## src/rtl/hamming_decoder_stream.sv

```systemverilog
// Streaming Hamming(7,4) decoder: syndrome, optional single-bit correction, and a saturating count of erroneous words.
// Latency: 1 cycle from the input transfer to out_valid carrying that word's result. Throughput is 1 word per cycle.
// Backpressure: in_ready = !out_valid || out_ready (combinational). The payload holds while out_valid && !out_ready.
//
// Ports: clk/rst_n (async active-low), in_valid/in_ready/in_code (7-bit codeword),
//        out_valid/out_ready/out_data/out_err/out_syndrome, err_cnt (CNT_W bits), cnt_clr.
// Build option: HAMMING_DEC_CORRECT_EN. When defined, a single-bit error is corrected. When undefined,
//        the decoder only detects errors and out_data comes from the raw codeword.
// Codeword layout: bit0=p1 bit1=p2 bit2=d0 bit3=p4 bit4=d1 bit5=d2 bit6=d3.

module hamming_decoder_stream #(
    parameter int CNT_W = 8
) (
    input  logic             clk,
    input  logic             rst_n,
    input  logic             in_valid,
    output logic             in_ready,
    input  logic [6:0]       in_code,
    output logic             out_valid,
    input  logic             out_ready,
    output logic [3:0]       out_data,
    output logic             out_err,
    output logic [2:0]       out_syndrome,
    output logic [CNT_W-1:0] err_cnt,
    input  logic             cnt_clr
);

    logic             out_valid_q, out_valid_d;
    logic [3:0]       out_data_q, out_data_d;
    logic             out_err_q, out_err_d;
    logic [2:0]       out_syndrome_q, out_syndrome_d;
    logic [CNT_W-1:0] err_cnt_q, err_cnt_d;

    logic [2:0]       syn;
    logic [6:0]       flip;
    logic [6:0]       fixed_code;
    logic             in_xfer;

    localparam logic [CNT_W-1:0] CNT_MAX = {CNT_W{1'b1}};

    assign in_ready = !out_valid_q || out_ready;
    assign in_xfer  = in_valid && in_ready;

    always_comb begin
        syn[0] = in_code[0] ^ in_code[2] ^ in_code[4] ^ in_code[6];
        syn[1] = in_code[1] ^ in_code[2] ^ in_code[5] ^ in_code[6];
        syn[2] = in_code[3] ^ in_code[4] ^ in_code[5] ^ in_code[6];

        // The syndrome value is the 1-based position of the flipped bit, and zero means no error.
        flip = '0;
        for (int i = 0; i < 7; i++) begin
            flip[i] = (syn == 3'(i + 1));
        end

`ifdef HAMMING_DEC_CORRECT_EN
        fixed_code = in_code ^ flip;
`else
        fixed_code = in_code;
`endif
    end

    always_comb begin
        out_valid_d    = out_valid_q;
        out_data_d     = out_data_q;
        out_err_d      = out_err_q;
        out_syndrome_d = out_syndrome_q;
        err_cnt_d      = err_cnt_q;

        // A new word overrides the drain, so a simultaneous in/out transfer keeps out_valid high.
        if (in_xfer) begin
            out_valid_d    = 1'b1;
            out_data_d     = {fixed_code[6], fixed_code[5], fixed_code[4], fixed_code[2]};
            out_err_d      = (syn != 3'd0);
            out_syndrome_d = syn;
        end else if (out_valid_q && out_ready) begin
            out_valid_d = 1'b0;
        end

        // A clear wins over a count in the same cycle, so that word is not counted.
        if (cnt_clr) begin
            err_cnt_d = '0;
        end else if (in_xfer && (syn != 3'd0) && (err_cnt_q != CNT_MAX)) begin
            err_cnt_d = err_cnt_q + 1'b1;
        end
    end

    always_ff @(posedge clk or negedge rst_n) begin
        if (!rst_n) begin
            out_valid_q    <= 1'b0;
            out_data_q     <= '0;
            out_err_q      <= 1'b0;
            out_syndrome_q <= '0;
            err_cnt_q      <= '0;
        end else begin
            out_valid_q    <= out_valid_d;
            out_data_q     <= out_data_d;
            out_err_q      <= out_err_d;
            out_syndrome_q <= out_syndrome_d;
            err_cnt_q      <= err_cnt_d;
        end
    end

    assign out_valid    = out_valid_q;
    assign out_data     = out_data_q;
    assign out_err      = out_err_q;
    assign out_syndrome = out_syndrome_q;
    assign err_cnt      = err_cnt_q;

endmodule

```

## config.mk

```make
export PLATFORM = sky130hd
export DESIGN_NAME = hamming_decoder_stream
export DESIGN_NICKNAME = d
export VERILOG_FILES = /design/src/rtl/hamming_decoder_stream.sv
export SDC_FILE = /design/constraint.sdc
export NUM_CORES = 1
export LEC_CHECK = 0
export BUFFER_PORTS_ARGS = -buffer_cell sky130_fd_sc_hd__buf_2
export CORE_MARGIN = 2
export CORE_UTILIZATION = 48
export DETAILED_ROUTE_END_ITERATION = 16
export GPL_ROUTABILITY_DRIVEN = 0
export PLACE_DENSITY = 0.75
export SLEW_MARGIN = 20
export SYNTH_ARGS = -nofsm -noshare
export SYNTH_HDL_FRONTEND = slang
export SYNTH_SLANG_ARGS = --single-unit
```

## constraint.sdc

```tcl
create_clock -name clk -period 2.2 [get_ports clk]
set_input_delay 0.11 -clock clk [delete_from_list [all_inputs] [get_ports clk]]
set_output_delay 0.11 -clock clk [all_outputs]
set_load 0.01 [all_outputs]
```

==> qor.yml <==
min_path:
  holdCritPathClass: "in -> reg"
  hold_depth: 2
  min_to: "out_valid"
  hp-start: "in_valid"
timing:
  hold_ws_ns: 0.04758
  setup_viol: 0
  drv_slew: 0
  finalClockSkew_ns: 0.003739
  finalHoldViolCount: 0
  min_period_ns: 1.929
  max_slew.worst_pin.slew_ns: 0.5786
  tns_ns: 0
  max_freq_mhz: 518.5
  grt_setup_unrepaired: "false"
  slew_headroom_pct: 61.37
  fin_crit_sh_pct: 87.67
  fin_ws_ns: 0.2713
power:
  p_leak_nw: 0.5129
  p_total_mw: 0.6979
  p_per_area_mw_per_mm2: 628.8
  ir_worst_vdd_v: 0.0004095
finish:
  multi_input_area_um2: 466.7
  fin_nets: 129
  antenna_cells: 0
  regArea_um2: 425.4
  drive_gt1_share_pct: 40.87
  syn_to_final_growth_pct: 21.84
  n_fill_cell: 168
  final_area_mm2: 0.001110
clock_tree:
  clkTransAtPathRegs_ns: 0.10
  htreeDepth: 1
  cts-hold-fix-buffers: 1
  cts_tree: "done"
  clockBufferDepth: 2
  clock-root-buffer: "clkbuf_4"
  cts_setup_buffers: 0
  cts_resized: 0
  cts_buffers: 3
  clkLatencyLatePin_ns: 0.30
  clock-sinks: 17
critical_path:
  critical_path_class: "reg -> reg"
  r2r_slack_ns: 0.27
  worst_r2r_endpoint: "err_cnt[7]"
  worst_ep_required_time_ns: 2.43
  crit_path_max_fanout: 9
  cpPeakStageDelay_ns: 0.46
  path_cells: "ha_1 > nand2_1 > o311ai_2 > or4_1 > or3_1 > a21oi_1"
  cp.arrival_ns: 2.16
  start_kind: "register"
  end_kind: "register"
  worstRegToRegCells: 6
  cp_slowest_cell: "or4_1"
  r2r-start: "err_cnt[0]"
  critPathLaunch: "err_cnt[0]"
route:
  dr.pass1.iters: 4
  wl_per_cell_um: 13.04
  vias: 734
  dr.first_iter.drc_count: 9
  drc: 0
  drt-total-wl_mm: 1.825
  routed_via_density: 5.243
  ant_nets: 0
synthesis:
  avgSynthCellArea_um2: 10.97
  syn_area_um2: 910.9
  synth_top_family_by_area: "simple AND/OR/NAND/NOR gates"
  synth_xor_area_share_pct: 9.341
  netlist_instances: 83
  synth.distinct_cells: 28
  ys_ff_latch: 17
  synth-simple-area-share_pct: 19.23
  synth_fa_ha_area_share_pct: 1.374
  synth_mux_area_share_pct: 13.46
  synth_compound_area_share_pct: 7.830
  yosys_warnings: 0
  yosysSeqAreaShare_pct: 46.70
  syn_nets: 96
floorplanning:
  start_util_pct: 51.63
  chipWidth_um: 47.56
  die_height_um: 47.56
  core_area_mm2: 0.001764
  ios: 30
  rows: 15
  die-area_mm2: 0.002262
global_routing:
  grt_overflow: 0
  grt_pass1_vias: 643
  grt_max_degree: 18
  groute.usage.overall_pct: 17.16
  grt_first_pass_wirelength_mm: 2.601
  antenna_found_initial: 0
job:
  maxCapViolations: 0
placement:
  post-place-ws_ns: 0.3169
  place_area_mm2: 0.001072
  io_buffers: 29
run_status:
  status: "completed"
==> worst max-delay path: cells and delay by family (launching register included) <==
kind            cells  cell delay [ns]
flops               1             0.44
fa+ha+maj           1             0.26
simple gates        3             0.86
compound gates      2             0.31
==> synthesized netlist by cell type <==
library cell / count / area [µm²]
dfrtp_1: 17 / 425.4
nor2b_1: 4 / 25.02
mux2i_1: 1 / 10.01
nor2_1: 6 / 22.52
nand3_1: 4 / 20.02
nand2_1: 6 / 22.52
inv_1: 1 / 3.750
or4_1: 2 / 15.01
or4b_1: 1 / 10.01
o41ai_1: 1 / 8.760
clkbuf_1: 1 / 3.750
xor2_1: 4 / 35.03
ha_1: 1 / 12.51
or3_1: 2 / 12.51
buf_6: 1 / 11.26
xor2_2: 1 / 16.27
mux2_2: 10 / 112.6
o31ai_1: 1 / 7.510
nor3_1: 2 / 10.01
a21oi_1: 3 / 15.01
nor4_1: 1 / 6.260
xnor2_2: 1 / 16.27
nand2b_1: 4 / 25.02
o311ai_2: 1 / 16.27
a21oi_2: 1 / 8.760
nand4_1: 1 / 6.260
o21ai_0: 3 / 15.01
xnor2_1: 2 / 17.52
==> logic make-up (layout without fill, tap and decap cells) <==
kind of cell	after synthesis	in the layout
AND/OR/NAND/NOR	33	33
flip-flops	17	17
multiplexers	11	11
AO/OA/AOI/OAI	10	10
XOR/XNOR	8	8
buffers and inverters	3	35
adder cells (fa/ha/maj)	1	1
==> worst max-delay path by stage <==
stage / to / depth (start not counted) / slack, ns
after floorplan: err_cnt[7] / 6 / 0.37
after global placement: err_cnt[7] / 6 / 0.37
final: err_cnt[7] / 6 / 0.27
after global routing: err_cnt[7] / 6 / 0.17
after detailed placement: err_cnt[7] / 6 / 0.32
after CTS: err_cnt[7] / 6 / 0.27
==> flip-flops by register name (all words and copies together) (netlist names) <==
name          cells
err_cnt           8
out_data          4
out_syndrome      3
out_err           1
out_valid         1
==> metal layers <==
layer	GRT usage (%)	share of wire [%]	vias up
li1	-	-	360
met1	18.96	43	351
met2	29.73	51	18
met3	3.396	4.1	5
met4	11.35	2.5	0
met5	0	0	-
==> cell type report <==
class	count	area share, %
well taps	25	2.819
inverters	1	0.3382
repair buffers	30	13.98
clock inverters	1	0.4510
flip-flops and latches	17	38.33
clock buffers	3	2.029
multi-input cells	63	42.05
==> metrics by stage <==
step | util (%) | cells
finish | 62.91 | 140
global route | 62.91 | 140
CTS | 62.91 | 140
detailed placement | 60.78 | 135
global placement | 60.78 | 135
floorplan | - | 83
==> where the power goes <==
part | switching [mW] | internal [mW] | total [mW]
logic | 0.0894 | 0.0775 | 0.167
clock network | 0.101 | 0.0678 | 0.168
registers | 0.0171 | 0.346 | 0.363
==> cell usage in the layout, fill, tap and decap left out <==
master / count
dfrtp_1: 17
mux2i_1: 1
mux2_2: 10
nand3_1: 4
o21ai_0: 3
nor2_1: 6
inv_1: 1
o31ai_1: 1
o41ai_1: 1
a21oi_1: 3
xnor2_2: 1
xor2_1: 4
xor2_2: 1
nand2_1: 6
nor2b_1: 4
ha_1: 1
o311ai_2: 1
clkinv_2: 1
nand2b_1: 4
nor3_1: 2
nor4_1: 1
or4_1: 2
a21oi_2: 1
or3_1: 2
or4b_1: 1
clkbuf_4: 3
xnor2_1: 2
nand4_1: 1
buf_2: 29
dlygate4sd3_1: 1
Power figures use the tool's default switching activity.
